--- config.mk ---
export PLATFORM = sky130hd
export DESIGN_NAME = mem_req_sequencer
export DESIGN_NICKNAME = d
export VERILOG_FILES = /design/src/rtl/mem_req_pkg.sv /design/src/rtl/mem_req_sequencer_fifo.sv /design/src/rtl/mem_req_sequencer.sv
export SDC_FILE = /design/constraint.sdc
export NUM_CORES = 1
export LEC_CHECK = 0
export CAP_MARGIN = 20
export CORE_ASPECT_RATIO = 1.75
export CORE_MARGIN = 10
export CORE_UTILIZATION = 52
export CTS_CLUSTER_DIAMETER = 120
export DETAILED_ROUTE_END_ITERATION = 10
export PLACE_DENSITY = 0.8
export RECOVER_POWER = 25
export SLEW_MARGIN = 20
export SYNTH_ARGS = -nofsm -noshare
export SYNTH_HDL_FRONTEND = slang
export SYNTH_SLANG_ARGS = --single-unit
--- constraint.sdc ---
create_clock -name i_clk -period 4.5 [get_ports i_clk]
set_clock_uncertainty 0.05 [all_clocks]
set_input_delay 0.9 -clock i_clk [delete_from_list [all_inputs] [get_ports i_clk]]
set_output_delay 0.9 -clock i_clk [all_outputs]
set_load 0.1 [all_outputs]
--- src/rtl/mem_req_pkg.sv ---
// mem_req_pkg: shared request type, FIFO pointer sizing helper and reset
// constants for the memory request front-end. The request struct is sized by
// MEM_WIDTH / MEM_ADDR_WIDTH, which are also the defaults of the top-level
// WIDTH / ADDR_WIDTH parameters; the two must stay equal.
package mem_req_pkg;

  localparam int MEM_WIDTH      = 8;
  localparam int MEM_ADDR_WIDTH = 4;

  typedef struct packed {
    logic                      we;
    logic [MEM_ADDR_WIDTH-1:0] addr;
    logic [MEM_WIDTH-1:0]      wdata;
  } mem_req_t;

  localparam mem_req_t REQ_RST = '0;

  // One extra pointer bit distinguishes full from empty.
  function automatic int fifo_ptr_w(input int depth);
    return $clog2(depth) + 1;
  endfunction

endpackage

--- src/rtl/mem_req_sequencer_fifo.sv ---
// mem_rsp_fifo: synchronous response FIFO. Head is always visible on o_dout;
// storage is cleared on reset so the head reads zero until the first push.
module mem_rsp_fifo
  import mem_req_pkg::*;
#(
  parameter int WIDTH     = MEM_WIDTH,
  parameter int RSP_DEPTH = 4
) (
  input  logic                                i_clk,
  input  logic                                i_rst_n,
  input  logic                                i_push,
  input  logic [WIDTH-1:0]                    i_din,
  input  logic                                i_pop,
  output logic [WIDTH-1:0]                    o_dout,
  output logic                                o_empty,
  output logic [fifo_ptr_w(RSP_DEPTH)-1:0]    o_count
);

  localparam int PW = fifo_ptr_w(RSP_DEPTH);

  logic [WIDTH-1:0] r_mem [RSP_DEPTH];
  logic [PW-1:0]    r_wr_ptr;
  logic [PW-1:0]    r_rd_ptr;

  // Write and read pointers; a push and pop on the same edge leave the count unchanged.
  always_ff @(posedge i_clk or negedge i_rst_n) begin
    if (!i_rst_n) begin
      r_wr_ptr <= '0;
      r_rd_ptr <= '0;
    end else begin
      if (i_push) r_wr_ptr <= r_wr_ptr + PW'(1);
      if (i_pop)  r_rd_ptr <= r_rd_ptr + PW'(1);
    end
  end

  // Storage array, written at the low bits of the write pointer.
  always_ff @(posedge i_clk or negedge i_rst_n) begin
    if (!i_rst_n) begin
      for (int i = 0; i < RSP_DEPTH; i++) r_mem[i] <= '0;
    end else if (i_push) begin
      r_mem[r_wr_ptr[PW-2:0]] <= i_din;
    end
  end

  assign o_dout  = r_mem[r_rd_ptr[PW-2:0]];
  assign o_count = r_wr_ptr - r_rd_ptr;
  assign o_empty = (o_count == '0);

endmodule

--- src/rtl/mem_req_sequencer.sv ---
// mem_req_sequencer: request front-end for one memory port. Registers accepted
// requests onto the memory port, tracks reads against the fixed read latency,
// and returns read data in order through a backpressured response FIFO.
// Credit accounting keeps in-flight reads plus FIFO occupancy within RSP_DEPTH.
// Build option MEM_REQ_HAZARD_CHK_EN adds a write scoreboard that stalls reads
// to addresses still being written, so read-after-write returns the new data.
module mem_req_sequencer
  import mem_req_pkg::*;
#(
  parameter int WIDTH      = MEM_WIDTH,
  parameter int ADDR_WIDTH = MEM_ADDR_WIDTH,
  parameter int RD_LAT     = 6,
  parameter int WR_LAT     = 4,
  parameter int RSP_DEPTH  = 4
) (
  input  logic                  i_clk,
  input  logic                  i_rst_n,
  input  logic                  i_req_valid,
  output logic                  o_req_ready,
  input  logic                  i_req_we,
  input  logic [ADDR_WIDTH-1:0] i_req_addr,
  input  logic [WIDTH-1:0]      i_req_wdata,
  output logic                  o_rsp_valid,
  input  logic                  i_rsp_ready,
  output logic [WIDTH-1:0]      o_rsp_rdata,
  output logic                  o_mem_en,
  output logic                  o_mem_we,
  output logic [ADDR_WIDTH-1:0] o_mem_addr,
  output logic [WIDTH-1:0]      o_mem_din,
  input  logic [WIDTH-1:0]      i_mem_dout,
  output logic                  o_idle
);

  localparam int PW = fifo_ptr_w(RSP_DEPTH);
  localparam int CW = $clog2(RD_LAT + RSP_DEPTH + 2);

  logic              w_accept;
  logic              w_rd_issue;
  logic              w_push;
  logic              w_pop;
  logic              w_fifo_empty;
  logic [PW-1:0]     w_fifo_count;
  logic [CW-1:0]     w_inflight_cnt;
  logic [CW-1:0]     w_credit_used;
  logic              w_credit_ok;
  logic              w_hazard;
  logic              w_wr_pend;

  mem_req_t          r_issue;
  logic              r_mem_en;
  logic              r_ready_en;
  logic [RD_LAT-1:0] r_inflight;

  assign w_accept = i_req_valid & o_req_ready;

  // Issue register: a request is presented to the memory for exactly one cycle.
  always_ff @(posedge i_clk or negedge i_rst_n) begin
    if (!i_rst_n) begin
      r_mem_en <= 1'b0;
      r_issue  <= REQ_RST;
    end else begin
      r_mem_en <= w_accept;
      if (w_accept) begin
        r_issue.we    <= i_req_we;
        r_issue.addr  <= i_req_addr;
        r_issue.wdata <= i_req_wdata;
      end else begin
        r_issue.we    <= 1'b0;
      end
    end
  end

  // Ready is held low through reset and rises on the first edge after release.
  always_ff @(posedge i_clk or negedge i_rst_n) begin
    if (!i_rst_n) r_ready_en <= 1'b0;
    else          r_ready_en <= 1'b1;
  end

  // A read enters tracking at the memory's sampling edge; its bit leaving the
  // register marks the edge at which i_mem_dout carries its data.
  assign w_rd_issue = r_mem_en & ~r_issue.we;
  assign w_push     = r_inflight[RD_LAT-1];
  assign w_pop      = o_rsp_valid & i_rsp_ready;

  // Read-in-flight shift register.
  always_ff @(posedge i_clk or negedge i_rst_n) begin
    if (!i_rst_n) r_inflight <= '0;
    else          r_inflight <= RD_LAT'({r_inflight, w_rd_issue});
  end

  mem_rsp_fifo #(
    .WIDTH     (WIDTH),
    .RSP_DEPTH (RSP_DEPTH)
  ) u_rsp_fifo (
    .i_clk   (i_clk),
    .i_rst_n (i_rst_n),
    .i_push  (w_push),
    .i_din   (i_mem_dout),
    .i_pop   (w_pop),
    .o_dout  (o_rsp_rdata),
    .o_empty (w_fifo_empty),
    .o_count (w_fifo_count)
  );

  assign o_rsp_valid = ~w_fifo_empty;

  // Credit: every read already committed (presented, tracked or buffered) holds
  // one FIFO slot. Writes stall too so request order is never broken.
  always_comb begin
    w_inflight_cnt = '0;
    for (int i = 0; i < RD_LAT; i++) w_inflight_cnt = w_inflight_cnt + CW'(r_inflight[i]);
  end

  assign w_credit_used = w_inflight_cnt + CW'(w_fifo_count) + CW'(w_rd_issue);
  assign w_credit_ok   = (w_credit_used < CW'(RSP_DEPTH));

`ifdef MEM_REQ_HAZARD_CHK_EN
  logic [WR_LAT-1:0]     r_wp_vld;
  logic [ADDR_WIDTH-1:0] r_wp_addr [WR_LAT];

  // Write scoreboard: one entry per cycle a write may still be landing in the array.
  always_ff @(posedge i_clk or negedge i_rst_n) begin
    if (!i_rst_n) begin
      r_wp_vld <= '0;
      for (int i = 0; i < WR_LAT; i++) r_wp_addr[i] <= '0;
    end else begin
      r_wp_vld     <= WR_LAT'({r_wp_vld, w_accept & i_req_we});
      r_wp_addr[0] <= i_req_addr;
      for (int i = 1; i < WR_LAT; i++) r_wp_addr[i] <= r_wp_addr[i-1];
    end
  end

  // Stall a read whose address matches any write still in the window.
  always_comb begin
    w_hazard = 1'b0;
    if (!i_req_we) begin
      if (r_mem_en && r_issue.we && (r_issue.addr == i_req_addr)) w_hazard = 1'b1;
      for (int i = 0; i < WR_LAT; i++) begin
        if (r_wp_vld[i] && (r_wp_addr[i] == i_req_addr)) w_hazard = 1'b1;
      end
    end
  end

  assign w_wr_pend = |r_wp_vld;
`else
  localparam int TW = $clog2(WR_LAT + 1);
  logic [TW-1:0] r_wr_tmr;

  // Write-pending down-counter: reloads on each write, idle reports busy until it expires.
  always_ff @(posedge i_clk or negedge i_rst_n) begin
    if (!i_rst_n)                  r_wr_tmr <= '0;
    else if (w_accept && i_req_we) r_wr_tmr <= TW'(WR_LAT);
    else if (r_wr_tmr != '0)       r_wr_tmr <= r_wr_tmr - TW'(1);
  end

  assign w_hazard  = 1'b0;
  assign w_wr_pend = (r_wr_tmr != '0);
`endif

  assign o_req_ready = r_ready_en & w_credit_ok & ~w_hazard;

  assign o_mem_en    = r_mem_en;
  assign o_mem_we    = r_issue.we;
  assign o_mem_addr  = r_issue.addr;
  assign o_mem_din   = r_issue.wdata;

  assign o_idle = ~r_mem_en & ~(|r_inflight) & w_fifo_empty & ~w_wr_pend;

endmodule

==> reports/summary.log <==
qor: flow_run.maxCapViolations 1
qor: synth.synth_largest_type_area_fraction 53.7%
qor: synth.syn-instance-count 189
qor: synth.synth.cell_area 0.00289 mm2
qor: synth.yosys-top-cells-area sky130_fd_sc_hd__dfrtp_1 (54%), sky130_fd_sc_hd__mux2_2 (14%), sky130_fd_sc_hd__mux4_2 (6.2%)
qor: clock_network.ctsHtreeMaxLevel 3
qor: clock_network.root_buffer sky130_fd_sc_hd__clkbuf_8
qor: cells_and_area.total_area_of_sequential_cells 0.00155 mm2
qor: synth.ys_types 33
qor: synth.synth_area_leader_cell sky130_fd_sc_hd__dfrtp_1
qor: worst_setup_path.crit_path_cell_trace nor2b_1, fa_1, inv_1, fa_1, inv_1, fa_2, ha_4, nand4_1, and3_4, o211a_4, buf_12
qor: global_routing.grt-ovfl-total 0
qor: worst_setup_path.regToRegSetupSlack 0.66 ns
qor: cells_and_area.signed_area_change_from_the_synthesized_netlist_to_the_final_layout 29.7%
qor: routing.viasPerCell 5.24
qor: synth.synth_top_family_by_area multiplexers
qor: hold_path.min_path_type flip-flop to flip-flop
qor: worst_setup_path.critical_path.endpoint_type output port
qor: die.placement_rows 35
qor: worst_setup_path.timing.rr.end o_mem_din[1]
qor: routing.drt_pass1_iterations 4
qor: worst_setup_path.crit_start o_mem_en
qor: die.placeable_core_region 0.00534 mm2
qor: timing.layout_worst_path_cycle_share 95.7%
qor: routing.postRouteWirelength 5810 um
qor: worst_setup_path.cpPeakStageDelay 0.50 ns
qor: timing.number_of_endpoints_failing_setup_at_the_final_stage 0
qor: placement.hpwlAfterDp 4260 um
qor: routing.drt_drc_violations_left 0
qor: cells_and_area.fill_cells 371
qor: timing.timing_max_transition_violations_final 37
qor: routing.detailedRoute.firstIterationViolations 80
qor: cells_and_area.diodes 0
qor: clock_network.clock_insertion_delay_worst_skew 0.34 ns
qor: worst_setup_path.worstSetupPathType flip-flop to output port
qor: cells_and_area.nNetsFinal 293
qor: die.floorplan.io_pins 50
qor: synth.synth_compound_gate_area_share 3.29%
qor: synth.synthArstFlopShare 100%
qor: synth.synthesis_warning_total 0
qor: placement.numPortBuffers 49
qor: timing.finalHoldViolations 0
qor: clock_network.cts.clk_slew.worst_paths 0.07 ns
qor: outcome.violations max-capacitance violations, max-slew violations
qor: routing.routed_len_inst 17.6 um
qor: global_routing.grt.total_usage 13.6%
qor: clock_network.cts_buffers 9
qor: worst_setup_path.timing.critical_path.arrival 3.36 ns
qor: timing.max_freq 0.232 GHz
qor: cells_and_area.drive_gt1_share 34.4%
qor: global_routing.grt_first_pass_wirelength 9890 um
qor: die.initial_cell_density_of_the_core 54.1%
qor: synth.postSynth.topFlopCell sky130_fd_sc_hd__dfrtp_1
qor: worst_setup_path.critPathMaxFanout 3
qor: die.die-height 119 um
qor: placement.place.gp.congestion 0.746
qor: die.floorplan.die.width 76.3 um
qor: global_routing.number_of_global_route_vias_before_repair 2,005
qor: worst_setup_path.crit_path_top_delay_cell sky130_fd_sc_hd__fa_1
qor: synth.post_synthesis_sequential_element_count 62
qor: synth.share_of_synthesized_area_spent_on_multiplexers 25.3%
qor: synth.synth_fa_ha_area_share 8.41%
qor: timing.fin_tns_setup 0 ns
qor: routing.drt.antenna.violating_nets 0
qor: worst_setup_path.cp-endpoint o_req_ready
qor: worst_setup_path.reg2reg_depth 12
qor: outcome.status finished, violations left
qor: routing.via_count 1,729
qor: timing.finalWorstPathRequiredPeriod 4.31 ns
qor: synth.share_of_synthesized_cell_area_in_and_or_nand_and_nor_gates 3.51%
qor: worst_setup_path.worst-endpoint-required 3.55 ns
qor: synth.edff_count_synth 0
qor: global_routing.grt_start_max_net_pins 37
qor: synth.postSynthAreaPerCell 15.3 um2
qor: clock_network.maximum_buffer_depth_of_the_clock_tree 2
qor: clock_network.cts_tree done
qor: global_routing.antenna_found_initial 0
qor: synth.synth_nets 231
qor: timing.worst_pin_slew 1.93 ns
qor: cells_and_area.multiInputGateArea 0.00130 mm2
qor: worst_setup_path.setup.worst_path.start_class flip-flop
qor: synth.post_synth_xor_area_fraction 2.86%
qor: worst_setup_path.worst_r2r_startpoint o_mem_en
qor: synth.seq_area_frac_synth 53.7%
qor: die.die_area 0.00905 mm2
qor: timing.rsz_0062_raised_after_global_routing no
qor: clock_network.count_of_clock_tree_sinks 62
qor: timing.relSlewSlack -28.4%
==> cell type report <==
cell class              instances  share of cell area [%]
flip-flops and latches         62                    41.5
clock buffers                  12                    4.14
repair buffers                 55                    14.3
inverters                      15                    1.50
clock inverters                 4                    1.44
well taps                      74                    2.47
multi-input cells             108                    34.7
==> sequential cells by signal, indices dropped and copies added, names as in the netlist <==
| name | flops |
|---|---|
| o_mem_addr | 4 |
| o_mem_din | 8 |
| o_mem_en | 1 |
| o_mem_we | 1 |
| r_inflight | 6 |
| r_ready_en | 1 |
| r_wr_tmr | 3 |
| u_rsp_fifo.r_mem | 32 |
| u_rsp_fifo.r_rd_ptr | 3 |
| u_rsp_fifo.r_wr_ptr | 3 |
==> routing by layer <==
layer	part of all wire, %	track usage (%)	vias to the layer above	routed length [um]
met5	0	0	-	0
met4	2.1	5.96	0	124
met3	7.7	6.68	10	447
met2	53	23.4	51	3080
met1	37	13.5	883	2160
li1	-	-	785	-
==> synth_stat cells, types with 2 or more instances <==
cell type,n
sky130_fd_sc_hd__a21oi_1,2
sky130_fd_sc_hd__inv_1,15
sky130_fd_sc_hd__o21ai_0,2
sky130_fd_sc_hd__ha_1,13
sky130_fd_sc_hd__dfrtp_1,62
sky130_fd_sc_hd__mux4_2,8
sky130_fd_sc_hd__nand2_1,8
sky130_fd_sc_hd__nand3_1,2
sky130_fd_sc_hd__nor4_1,2
sky130_fd_sc_hd__and2_1,2
sky130_fd_sc_hd__xnor2_1,4
sky130_fd_sc_hd__mux2_2,36
sky130_fd_sc_hd__nor2b_1,2
sky130_fd_sc_hd__mux2_4,9
sky130_fd_sc_hd__fa_1,4
==> worst max-delay path, delay by kind of cell (launching register included) <==
kind | cells | cell delay [ns]
adders and majority gates | 4 | 1.62
and+or+nand+nor | 3 | 0.48
DFF | 1 | 0.41
buffers and inverters | 3 | 0.26
AOI/OAI and AO/OA | 1 | 0.24
==> through the flow <==
stage               hold slack (ns)  worst slack, ns  std cells  cell area [um2]  utilization (%)
detailed placement            0.347            0.228        310             3490             65.3
global placement              0.336            0.365        310             3490             65.3
CTS                           0.361           0.0246        328             3730             69.8
finish                        0.359            0.194        330             3740             70.1
global route                  0.380           0.0631        330             3740             70.1
floorplan                     0.325           0.0446        189             2910                -
==> kinds of logic after synthesis <==
logic type	Yosys count
flip-flops	62
multiplexers	54
AND/OR/NAND/NOR	20
buffers and inverters	19
adder cells (fa/ha/maj)	17
AO/OA/AOI/OAI	9
XOR/XNOR	7
other	1
==> cell usage in the layout, fill, tap and decap left out, types with 2 or more instances in the layout <==
cell                              instances
sky130_fd_sc_hd__dfrtp_1                 60
sky130_fd_sc_hd__clkdlybuf4s50_1         45
sky130_fd_sc_hd__mux2_2                  36
sky130_fd_sc_hd__inv_1                   15
sky130_fd_sc_hd__ha_1                    12
sky130_fd_sc_hd__clkbuf_8                11
sky130_fd_sc_hd__mux2_4                   9
sky130_fd_sc_hd__mux4_2                   8
sky130_fd_sc_hd__nand2_1                  8
sky130_fd_sc_hd__buf_4                    8
sky130_fd_sc_hd__xnor2_1                  4
sky130_fd_sc_hd__fa_1                     3
sky130_fd_sc_hd__nor2b_1                  2
sky130_fd_sc_hd__a21oi_1                  2
sky130_fd_sc_hd__and2_1                   2
sky130_fd_sc_hd__nand3_1                  2
sky130_fd_sc_hd__o21ai_0                  2
sky130_fd_sc_hd__clkinvlp_4               2
sky130_fd_sc_hd__clkbuf_1                 2
sky130_fd_sc_hd__dfrtp_2                  2
==> worst min-delay path by stage <==
| stage | end | from | cells past startpoint |
|---|---|---|---|
| finish | r_inflight[5] | r_inflight[4] | 0 |
| global route | r_inflight[5] | r_inflight[4] | 0 |
| CTS | r_inflight[5] | r_inflight[4] | 0 |
| detailed placement | r_inflight[5] | r_inflight[4] | 0 |
| global placement | r_inflight[5] | r_inflight[4] | 0 |
| floorplan | r_inflight[5] | r_inflight[4] | 0 |
==> what timing repair did <==
action                     in CTS  in global routing
resized for setup               4                  1
setup buffers                   2                  2
pin swaps                       2                  3
gates cloned                    0                  0
hold buffers                    0                  0
setup endpoints to repair       1                  1
Power is left out: the tool's default activity adds up to more than one toggle a clock period on the data nets, which glitch-free logic cannot reach.
